$ cat src/rtl/pong_pkg.sv
// +--------------------------------------------------------------------+
// | pong_pkg : shared playfield geometry and step-period helper         |
// | Rev 1.0                                                             |
// +--------------------------------------------------------------------+
`default_nettype none

package pong_pkg;
  localparam int SCREEN_W    = 32;
  localparam int ROW_MAX     = SCREEN_W - 1;
  localparam int CENTER      = 16;
  localparam int LEFT_COL    = 0;
  localparam int RIGHT_COL   = 31;
  localparam int PERIOD_UNIT = 8;

  typedef logic [4:0] coord_t;

  // Last counter value of a step period: (16 - speed) * PERIOD_UNIT - 1.
  function automatic logic [6:0] period_last(input logic [3:0] speed);
    logic [7:0] p;
    p = (8'd16 - {4'd0, speed}) * 8'(PERIOD_UNIT);
    return 7'(p - 8'd1);
  endfunction
endpackage

`default_nettype wire

$ cat src/rtl/pong_ball_step_timer.sv
// +--------------------------------------------------------------------+
// | step_timer : speed-scaled counter emitting one-cycle step pulses    |
// | Rev 1.0                                                             |
// +--------------------------------------------------------------------+
`default_nettype none

module step_timer
  import pong_pkg::*;
(
  input  logic       clk,
  input  logic       reset,
  input  logic [3:0] speed,
  input  logic       clear,
  input  logic       hold,
  output logic       step
);

  logic [6:0] cnt_q;
  logic [6:0] cnt_d;

  always_comb begin
    cnt_d = cnt_q;
    step  = 1'b0;
    if (clear || hold || speed == 4'd0) begin
      cnt_d = 7'd0;
    end else if (cnt_q >= period_last(speed)) begin
      // >= so that lowering the period mid-count fires at once
      step  = 1'b1;
      cnt_d = 7'd0;
    end else begin
      cnt_d = cnt_q + 7'd1;
    end
  end

  always_ff @(posedge clk) begin
    if (reset) cnt_q <= 7'd0;
    else       cnt_q <= cnt_d;
  end

endmodule

`default_nettype wire

$ cat src/rtl/pong_ball.sv
// +--------------------------------------------------------------------+
// | pong_ball : ball position/direction engine with wall/paddle bounce  |
// | Rev 1.0                                                             |
// +--------------------------------------------------------------------+
`default_nettype none

module pong_ball
  import pong_pkg::*;
(
  input  logic        clk,
  input  logic        reset,
  input  logic        ball_reset,
  input  logic [4:0]  entropy,
  input  logic [3:0]  speed,
  input  logic [31:0] lpaddle,
  input  logic [31:0] rpaddle,
  output logic [4:0]  x,
  output logic [4:0]  y,
  output logic        out_left,
  output logic        out_right
);

  coord_t x_q, x_d, y_q, y_d, ny;
  logic   dx_q, dx_d, dy_q, dy_d;
  logic   out_left_q, out_left_d, out_right_q, out_right_d;
  logic   step;

  step_timer u_step_timer (
    .clk   (clk),
    .reset (reset),
    .speed (speed),
    .clear (ball_reset),
    .hold  (out_left_q | out_right_q),
    .step  (step)
  );

  always_comb begin
    x_d         = x_q;
    y_d         = y_q;
    dx_d        = dx_q;
    dy_d        = dy_q;
    out_left_d  = out_left_q;
    out_right_d = out_right_q;
    ny          = dy_q ? y_q + 5'd1 : y_q - 5'd1;

    if (ball_reset) begin
      x_d         = coord_t'(CENTER);
      y_d         = coord_t'(CENTER);
      dx_d        = entropy[0];
      dy_d        = entropy[1];
      out_left_d  = 1'b0;
      out_right_d = 1'b0;
    end else if (step) begin
      if (dy_q && y_q == coord_t'(ROW_MAX)) begin
        dy_d = 1'b0;
        ny   = coord_t'(ROW_MAX - 1);
      end else if (!dy_q && y_q == 5'd0) begin
        dy_d = 1'b1;
        ny   = 5'd1;
      end
      y_d = ny;

      // Paddle decisions look at the row the ball is moving into
      if (!dx_q) begin
        if (x_q == coord_t'(LEFT_COL + 1)) begin
          if (lpaddle[ny]) begin
            dx_d = 1'b1;
            x_d  = coord_t'(LEFT_COL + 2);
          end else begin
            x_d        = coord_t'(LEFT_COL);
            out_left_d = 1'b1;
          end
        end else begin
          x_d = x_q - 5'd1;
        end
      end else begin
        if (x_q == coord_t'(RIGHT_COL - 1)) begin
          if (rpaddle[ny]) begin
            dx_d = 1'b0;
            x_d  = coord_t'(RIGHT_COL - 2);
          end else begin
            x_d         = coord_t'(RIGHT_COL);
            out_right_d = 1'b1;
          end
        end else begin
          x_d = x_q + 5'd1;
        end
      end
    end
  end

  always_ff @(posedge clk) begin
    if (reset) begin
      x_q         <= coord_t'(CENTER);
      y_q         <= coord_t'(CENTER);
      dx_q        <= 1'b1;
      dy_q        <= 1'b1;
      out_left_q  <= 1'b0;
      out_right_q <= 1'b0;
    end else begin
      x_q         <= x_d;
      y_q         <= y_d;
      dx_q        <= dx_d;
      dy_q        <= dy_d;
      out_left_q  <= out_left_d;
      out_right_q <= out_right_d;
    end
  end

  assign x         = x_q;
  assign y         = y_q;
  assign out_left  = out_left_q;
  assign out_right = out_right_q;

endmodule

`default_nettype wire

$ cat config.mk
export PLATFORM = sky130hd
export DESIGN_NAME = pong_ball
export DESIGN_NICKNAME = d
export VERILOG_FILES = /design/src/rtl/pong_pkg.sv /design/src/rtl/pong_ball_step_timer.sv /design/src/rtl/pong_ball.sv
export SDC_FILE = /design/constraint.sdc
export NUM_CORES = 1
export LEC_CHECK = 0
export BUFFER_PORTS_ARGS = -buffer_cell sky130_fd_sc_hd__buf_4
export CAP_MARGIN = 30
export CORE_MARGIN = 3
export CORE_UTILIZATION = 50
export DETAILED_ROUTE_END_ITERATION = 10
export HOLD_SLACK_MARGIN = 0.02
export PLACE_DENSITY = 0.89
export SYNTH_ARGS = -nofsm -noshare
export SYNTH_HDL_FRONTEND = slang
export SYNTH_SLANG_ARGS = --single-unit
$ cat constraint.sdc
create_clock -name clk -period 6.4 [get_ports clk]
set_input_delay 1.6 -clock clk [delete_from_list [all_inputs] [get_ports clk]]
set_output_delay 1.6 -clock clk [all_outputs]
set_load 0.1 [all_outputs]
==> impl_metrics.xml, run 1 <==
<?xml version="1.0" encoding="UTF-8"?>
<metrics>
  <group name="route">
    <metric name="first_pass_iters" unit="">4</metric>
    <metric name="initialDrtViolationCount" unit="">214</metric>
    <metric name="via_count" unit="">2599</metric>
    <metric name="drt.antenna.violating_nets" unit="">0</metric>
    <metric name="drc" unit="">0</metric>
    <metric name="dr_wl_cell" unit="um">16.2</metric>
    <metric name="viasPerCell" unit="">6.22</metric>
    <metric name="drt-total-wl" unit="um">6790</metric>
  </group>
  <group name="floorplan">
    <metric name="fp.dieW" unit="um">72.3</metric>
    <metric name="design.portCount" unit="">88</metric>
    <metric name="row_count" unit="">23</metric>
    <metric name="initial_utilization" unit="%">53.3</metric>
    <metric name="die_footprint" unit="um^2">5220</metric>
    <metric name="placeableCoreArea" unit="um^2">4120</metric>
    <metric name="die_h" unit="um">72.3</metric>
  </group>
  <group name="synth">
    <metric name="synth_flop_cell" unit="">dfxtp_1</metric>
    <metric name="synth.yosys.warnings" unit="">0</metric>
    <metric name="synth-edff-count" unit="">0</metric>
    <metric name="yosysTopAreaCell" unit="">dfxtp_1</metric>
    <metric name="synth_seq_cells" unit="">21</metric>
    <metric name="synth_cells" unit="">293</metric>
    <metric name="synthMostInstantiatedCell" unit="">nand2_1</metric>
    <metric name="yosysSeqAreaShare" unit="%">19.2</metric>
    <metric name="yosys-top-cells-count" unit="">31 x nand2_1, 30 x nor2_1, 25 x a21oi_1</metric>
    <metric name="asyncSetResetFlopFracSynth" unit="%">0</metric>
    <metric name="post_synth_instance_area" unit="um^2">2190</metric>
    <metric name="synth_area_per_cell" unit="um^2">7.49</metric>
    <metric name="netlist_top_cells_area" unit="">dfxtp_1 19%, ha_1 7.4%, a21oi_1 5.7%, nand2_1 5.3%, nor2_1 5.1%</metric>
    <metric name="post-synth-top-area-fraction" unit="%">19.2</metric>
    <metric name="post_synth_num_cell_types" unit="">62</metric>
    <metric name="postSynthNetCount" unit="">383</metric>
  </group>
  <group name="timing">
    <metric name="rsz0062_at_grt" unit="">false</metric>
    <metric name="timing.final.setup_violations" unit="">0</metric>
    <metric name="post-route-period-util" unit="%">59.9</metric>
    <metric name="max_slew_margin" unit="%">35.4</metric>
    <metric name="fin_worst_skew" unit="ns">0.00150</metric>
    <metric name="whs" unit="ns">0.466</metric>
    <metric name="total_negative_slack" unit="ns">0</metric>
    <metric name="final_max_slew_viol_count" unit="">0</metric>
    <metric name="report.final.hold_viol_count" unit="">0</metric>
    <metric name="final_period_minus_worst_setup_slack" unit="ns">3.83</metric>
    <metric name="tightest_slew" unit="ns">0.966</metric>
    <metric name="fmaxAchievable" unit="MHz">261</metric>
  </group>
  <group name="cts">
    <metric name="clk_root_buffer_cell" unit="">clkbuf_8</metric>
    <metric name="ctsHtreeMaxLevel" unit="">1</metric>
    <metric name="cts-hold-fix-buffers" unit="">0</metric>
    <metric name="clock_insertion_delay_at_the_later_pin_of_the_skew_report" unit="ns">0.26</metric>
    <metric name="cts-buffers-inserted" unit="">3</metric>
    <metric name="clkSinkCount" unit="">21</metric>
    <metric name="clk_pin_slew_worst_paths" unit="ns">0.08</metric>
    <metric name="max-clock-path-buffers" unit="">2</metric>
    <metric name="cts_tree" unit="">done</metric>
    <metric name="cts.repair_timing.setup_buffer_count" unit="">0</metric>
    <metric name="postCtsResizedCells" unit="">0</metric>
  </group>
  <group name="critical_path">
    <metric name="path_cells" unit="">buf_4 -&gt; inv_1 -&gt; ha_1 -&gt; nor2b_1 -&gt; xnor2_1 -&gt; nor2_1 -&gt; a21oi_1 -&gt; nor2_1 -&gt; xor2_1 -&gt; ha_1 -&gt; nor2b_1 -&gt; or4b_2 -&gt; nor2_1</metric>
    <metric name="arrival" unit="ns">4.03</metric>
    <metric name="timing.critical_path.mode_cell" unit="">nor2_1</metric>
    <metric name="ff2ff_setup_slack" unit="ns">3.10</metric>
    <metric name="endpoint_kind" unit="">flop</metric>
    <metric name="worstReg2RegStart" unit="">dy_q$_SDFFE_PP1P_</metric>
    <metric name="critical_path.slowest_cell" unit="">or4b_2</metric>
    <metric name="critPathMaxFanout" unit="">7</metric>
    <metric name="crit_family" unit="">simple AND/OR/NAND/NOR gates</metric>
    <metric name="worst_ep_required_time" unit="ns">6.60</metric>
    <metric name="ff2ff_path_depth" unit="">10</metric>
    <metric name="critPathLaunchType" unit="">input port</metric>
    <metric name="cp_num_buf_inv" unit="">2</metric>
    <metric name="reg2reg_to" unit="">dx_q$_SDFFE_PP1P_</metric>
    <metric name="slowest_delay" unit="ns">0.72</metric>
    <metric name="worstSetupPathType" unit="">in -&gt; reg</metric>
  </group>
  <group name="layout">
    <metric name="postLayoutCellArea" unit="um^2">2880</metric>
    <metric name="layout-drive-gt1-share" unit="%">30.7</metric>
    <metric name="area_delta_synth_final" unit="%">31.4</metric>
    <metric name="insertedDiodeCount" unit="">0</metric>
    <metric name="fillCellCount" unit="">371</metric>
    <metric name="net_count_final" unit="">459</metric>
  </group>
  <group name="power">
    <metric name="p_leak" unit="nW">1.22</metric>
    <metric name="powerDensity" unit="nW/um^2">113</metric>
    <metric name="design_power_total" unit="mW">0.325</metric>
    <metric name="vdd_drop_max" unit="mV">0.141</metric>
  </group>
  <group name="placed_design">
    <metric name="dp.final_hpwl" unit="um">5170</metric>
    <metric name="placed_area" unit="um^2">2840</metric>
    <metric name="gp_congestion" unit="">0.882</metric>
    <metric name="port_buffers" unit="">84</metric>
  </group>
  <group name="global_route">
    <metric name="grt_pass1_wl" unit="um">10700</metric>
    <metric name="grt.total_usage" unit="%">24.7</metric>
    <metric name="grt_remaining_overflow" unit="">0</metric>
    <metric name="grt_pass1_vias" unit="">2275</metric>
    <metric name="initial_antenna_violation_count" unit="">0</metric>
    <metric name="grt_max_degree" unit="">39</metric>
  </group>
  <group name="job">
    <metric name="timing.max_cap.violations" unit="">0</metric>
  </group>
  <group name="hold_path">
    <metric name="whs_endpoint" unit="">u_step_timer.cnt_q[0]$_SDFF_PP0_</metric>
    <metric name="hp-start" unit="">u_step_timer.cnt_q[0]$_SDFF_PP0_</metric>
    <metric name="worstHoldPathType" unit="">reg -&gt; reg</metric>
    <metric name="hold-path-cell-count" unit="">1</metric>
  </group>
  <group name="run_status">
    <metric name="run_status" unit="">completed</metric>
  </group>
</metrics>
==> report_power, final <==
group          switching, mW  internal [mW]  total [mW]
clock network         0.0431         0.0433      0.0865
logic                 0.0473         0.0564       0.104
registers            0.00261          0.132       0.135
==> final cells by class <==
type,instances,area [um^2],area share (%)
inverters,11,41.3,1.43
well taps,50,62.6,2.17
flip-flops and latches,21,420,14.6
clock inverters,1,5.00,0.174
repair buffers,87,653,22.6
clock buffers,3,41.3,1.43
multi-input cells,245,1660,57.6
==> flip-flops by register name, indices dropped and copies added, names as in the netlist <==
signal	flops
y	5
out_right	1
out_left	1
dx_q	1
x	5
u_step_timer.cnt_q	7
dy_q	1
==> placed cells by master, fill, tap and decap left out, types with 8 or more instances in the layout <==
| cell | instances |
|---|---|
| buf_4 | 87 |
| nand2_1 | 31 |
| nor2_1 | 30 |
| a21oi_1 | 25 |
| dfxtp_1 | 21 |
| ha_1 | 13 |
| o21ai_0 | 12 |
| inv_1 | 11 |
| nand3_1 | 9 |
| mux2_2 | 9 |
| mux2i_1 | 9 |
| xnor2_1 | 8 |
==> through the flow <==
| stage | setup WS [ns] | cells | util, % |
|---|---|---|---|
| global route | 2.39 | 418 | 70.1 |
| detailed placement | 2.30 | 414 | 69.0 |
| CTS | 2.55 | 418 | 70.1 |
| floorplan | 2.44 | 293 | - |
| global placement | 2.38 | 413 | 68.8 |
| finish | 2.57 | 418 | 70.1 |
==> per-layer routing <==
metal  track usage (%)  part of all wire, %
met5                 0                    0
met4              5.43                  1.5
met3              3.60                  9.1
met2              43.0                   49
met1              32.3                   40
==> kinds of logic after synthesis <==
group,count (synthesis),synth area share [%]
DFF,21,19.2
muxes,18,8.72
AOI/OAI and AO/OA,95,30.0
xor gates and xnor gates,14,5.59
and+or+nand+nor,104,23.0
buffers and inverters,27,5.19
adders and majority gates,14,8.32
==> how the worst max path moves through the flow <==
stage | from | to | cells past startpoint | slack [ns]
after detailed placement | speed[0] | u_step_timer.cnt_q[5]$_SDFF_PP0_ | 13 | 2.30
after floorplan | speed[1] | x[2]$_SDFFE_PP0P_ | 14 | 2.44
after global placement | speed[0] | u_step_timer.cnt_q[2]$_SDFF_PP0_ | 13 | 2.38
after CTS | speed[0] | u_step_timer.cnt_q[5]$_SDFF_PP0_ | 13 | 2.55
after global routing | speed[0] | x[4]$_SDFFE_PP1P_ | 16 | 2.39
final | speed[0] | u_step_timer.cnt_q[5]$_SDFF_PP0_ | 13 | 2.57
(Power assumes the default switching activity.)
==> run 2: changes to the inputs <==
Settings changed: CORE_UTILIZATION 50 to 45, PLACE_DENSITY 0.89 to 0.85.
Clock period 6.4 ns to 3.18 ns, I/O delays scaled along.
==> run 2 against run 1 <==
  * Register-to-register slack lost 2.9 ns
  * Sequential power up 100%
  * Clock power up 98%
  * Setup slack worse by 2.4 ns
  * Global-route usage fell by 3.2 points
  * Via count down 0.88%
  * Critical path depth fell by 3
  * Cell area increased by 3.1%
  * Final cell count up 5.7%
  * Total power increased by 100%
  * Highest routed layer unchanged
==> impl_metrics.xml, run 2 (synthesized netlist as in run 1, its figures left out) <==
<?xml version="1.0" encoding="UTF-8"?>
<metrics>
  <group name="run_status">
    <metric name="run_status" unit="">completed</metric>
  </group>
  <group name="route">
    <metric name="initialDrtViolationCount" unit="">303</metric>
    <metric name="drt-total-wl" unit="um">6670</metric>
    <metric name="drc" unit="">0</metric>
    <metric name="first_pass_iters" unit="">5</metric>
    <metric name="viasPerCell" unit="">5.83</metric>
    <metric name="drt.antenna.violating_nets" unit="">0</metric>
    <metric name="via_count" unit="">2576</metric>
    <metric name="dr_wl_cell" unit="um">15.1</metric>
  </group>
  <group name="layout">
    <metric name="layout.cells.most_common" unit="">buf_4</metric>
    <metric name="sequential_cell_area" unit="um^2">420</metric>
    <metric name="footprint_of_the_multi_input_gates" unit="um^2">1660</metric>
    <metric name="largest_register" unit="">u_step_timer.cnt_q</metric>
    <metric name="area_delta_synth_final" unit="%">35.5</metric>
    <metric name="fillCellCount" unit="">390</metric>
    <metric name="insertedDiodeCount" unit="">0</metric>
    <metric name="finalCoreUtilization" unit="%">65.6</metric>
    <metric name="layout-drive-gt1-share" unit="%">32.4</metric>
    <metric name="net_count_final" unit="">468</metric>
    <metric name="final_cell_mix" unit="">96 x buf_4, 31 x nand2_1, 30 x nor2_1</metric>
    <metric name="largest_register_ffs" unit="">7</metric>
  </group>
  <group name="global_route">
    <metric name="grt.total_usage" unit="%">21.6</metric>
    <metric name="grt_remaining_overflow" unit="">0</metric>
    <metric name="grt_max_degree" unit="">26</metric>
    <metric name="grt_pass1_vias" unit="">2133</metric>
    <metric name="initial_antenna_violation_count" unit="">0</metric>
    <metric name="grt_pass1_wl" unit="um">9780</metric>
  </group>
  <group name="timing">
    <metric name="tightest_slew" unit="ns">0.453</metric>
    <metric name="total_negative_slack" unit="ns">0</metric>
    <metric name="post-route-period-util" unit="%">93.4</metric>
    <metric name="timing.final.setup_violations" unit="">0</metric>
    <metric name="final_max_slew_viol_count" unit="">0</metric>
    <metric name="fin_worst_skew" unit="ns">0.00162</metric>
    <metric name="max_slew_margin" unit="%">69.6</metric>
    <metric name="report.final.hold_viol_count" unit="">0</metric>
    <metric name="fmaxAchievable" unit="MHz">337</metric>
    <metric name="final_period_minus_worst_setup_slack" unit="ns">2.97</metric>
    <metric name="least_setup_slack_across_all_paths_after_layout" unit="ns">0.208</metric>
  </group>
  <group name="cts">
    <metric name="cts_tree" unit="">done</metric>
    <metric name="clk_pin_slew_worst_paths" unit="ns">0.07</metric>
    <metric name="cts.repair_timing.setup_buffer_count" unit="">0</metric>
    <metric name="clkSinkCount" unit="">21</metric>
    <metric name="ctsHtreeMaxLevel" unit="">1</metric>
    <metric name="cts-hold-fix-buffers" unit="">0</metric>
    <metric name="max-clock-path-buffers" unit="">2</metric>
    <metric name="clk_root_buffer_cell" unit="">clkbuf_8</metric>
    <metric name="postCtsResizedCells" unit="">0</metric>
    <metric name="clock_insertion_delay_at_the_later_pin_of_the_skew_report" unit="ns">0.26</metric>
    <metric name="cts-buffers-inserted" unit="">3</metric>
  </group>
  <group name="critical_path">
    <metric name="reg2reg_to" unit="">x[1]$_SDFFE_PP0P_</metric>
    <metric name="crit_family" unit="">compound AO/OA/AOI/OAI gates</metric>
    <metric name="worstSetupPathType" unit="">reg -&gt; reg</metric>
    <metric name="ff2ff_path_depth" unit="">10</metric>
    <metric name="critPathMaxFanout" unit="">6</metric>
    <metric name="path_cells" unit="">inv_1 -&gt; ha_1 -&gt; a211oi_1 -&gt; o22ai_1 -&gt; o21ai_1 -&gt; nand3_1 -&gt; a311oi_1 -&gt; o32ai_2 -&gt; o21ai_0 -&gt; a21oi_2</metric>
    <metric name="critPathLaunchType" unit="">flop</metric>
    <metric name="ff2ff_setup_slack" unit="ns">0.21</metric>
    <metric name="worstReg2RegStart" unit="">dy_q$_SDFFE_PP1P_</metric>
    <metric name="cp_num_buf_inv" unit="">1</metric>
    <metric name="slowest_delay" unit="ns">0.45</metric>
    <metric name="endpoint_kind" unit="">flop</metric>
    <metric name="worst_ep_required_time" unit="ns">3.33</metric>
    <metric name="arrival" unit="ns">3.12</metric>
    <metric name="critical_path.slowest_cell" unit="">dfxtp_1</metric>
  </group>
  <group name="power">
    <metric name="powerDensity" unit="nW/um^2">221</metric>
    <metric name="p_leak" unit="nW">1.27</metric>
    <metric name="vdd_drop_max" unit="mV">0.184</metric>
  </group>
  <group name="floorplan">
    <metric name="placeableCoreArea" unit="um^2">4530</metric>
    <metric name="row_count" unit="">24</metric>
    <metric name="initial_utilization" unit="%">48.4</metric>
    <metric name="die_footprint" unit="um^2">5750</metric>
    <metric name="fp.dieW" unit="um">75.8</metric>
    <metric name="design.portCount" unit="">88</metric>
    <metric name="die_h" unit="um">75.8</metric>
  </group>
  <group name="hold_path">
    <metric name="worstHoldPathType" unit="">reg -&gt; reg</metric>
    <metric name="whs_endpoint" unit="">u_step_timer.cnt_q[0]$_SDFF_PP0_</metric>
    <metric name="hold-path-cell-count" unit="">1</metric>
    <metric name="hp-start" unit="">u_step_timer.cnt_q[0]$_SDFF_PP0_</metric>
  </group>
  <group name="placed_design">
    <metric name="port_buffers" unit="">84</metric>
    <metric name="gp_congestion" unit="">0.923</metric>
    <metric name="dp_worst_setup_slack" unit="ns">-0.0231</metric>
    <metric name="dp.final_hpwl" unit="um">5270</metric>
  </group>
  <group name="job">
    <metric name="timing.max_cap.violations" unit="">0</metric>
  </group>
</metrics>
## run 2: area by class of cell
cell class / count / share of cell area [%]
Clock buffer: 4 / 1.52
Inverter: 11 / 1.39
Tap cell: 65 / 2.74
Timing Repair Buffer: 96 / 24.2
Sequential cell: 21 / 14.1
Multi-Input combinational cell: 245 / 56.0
## run 2: stage by stage
step	hold slack (ns)	instances	instance area (um^2)	power, mW
after global placement	0.437	438	2920	0.483
final	0.465	442	2970	0.656
after floorplan	0.426	293	2190	0.385
after detailed placement	0.456	438	2920	0.487
after CTS	0.474	442	2970	0.653
after global routing	0.506	442	2970	0.686
## run 2: power breakdown
group	switching (mW)	internal (mW)	total (mW)
Sequential	0.00516	0.266	0.271
Clock	0.0814	0.0891	0.171
Combinational	0.0943	0.120	0.214
Total	0.181	0.475	0.656
## run 2: metal layers
layer / global-route usage (%) / up-vias / share of wire [%]
met4: 3.50 / 0 / 0.81
met2: 35.3 / 122 / 49
met1: 30.3 / 1201 / 42
li1: - / 1249 / -
met3: 3.43 / 4 / 8.1
met5: 0 / - / 0
## run 2: worst max-delay path by stage
stage / from / end / slack (ns) / cells past startpoint
global placement: speed[0] / u_step_timer.cnt_q[3]$_SDFF_PP0_ / 0.03 / 13
floorplan: speed[1] / x[2]$_SDFFE_PP0P_ / 0.03 / 14
global route: dy_q$_SDFFE_PP1P_ / x[1]$_SDFFE_PP0P_ / -0.01 / 10
finish: dy_q$_SDFFE_PP1P_ / x[1]$_SDFFE_PP0P_ / 0.21 / 10
detailed placement: speed[0] / u_step_timer.cnt_q[6]$_SDFF_PP0_ / -0.02 / 13
CTS: dy_q$_SDFFE_PP1P_ / x[1]$_SDFFE_PP0P_ / 0.21 / 10
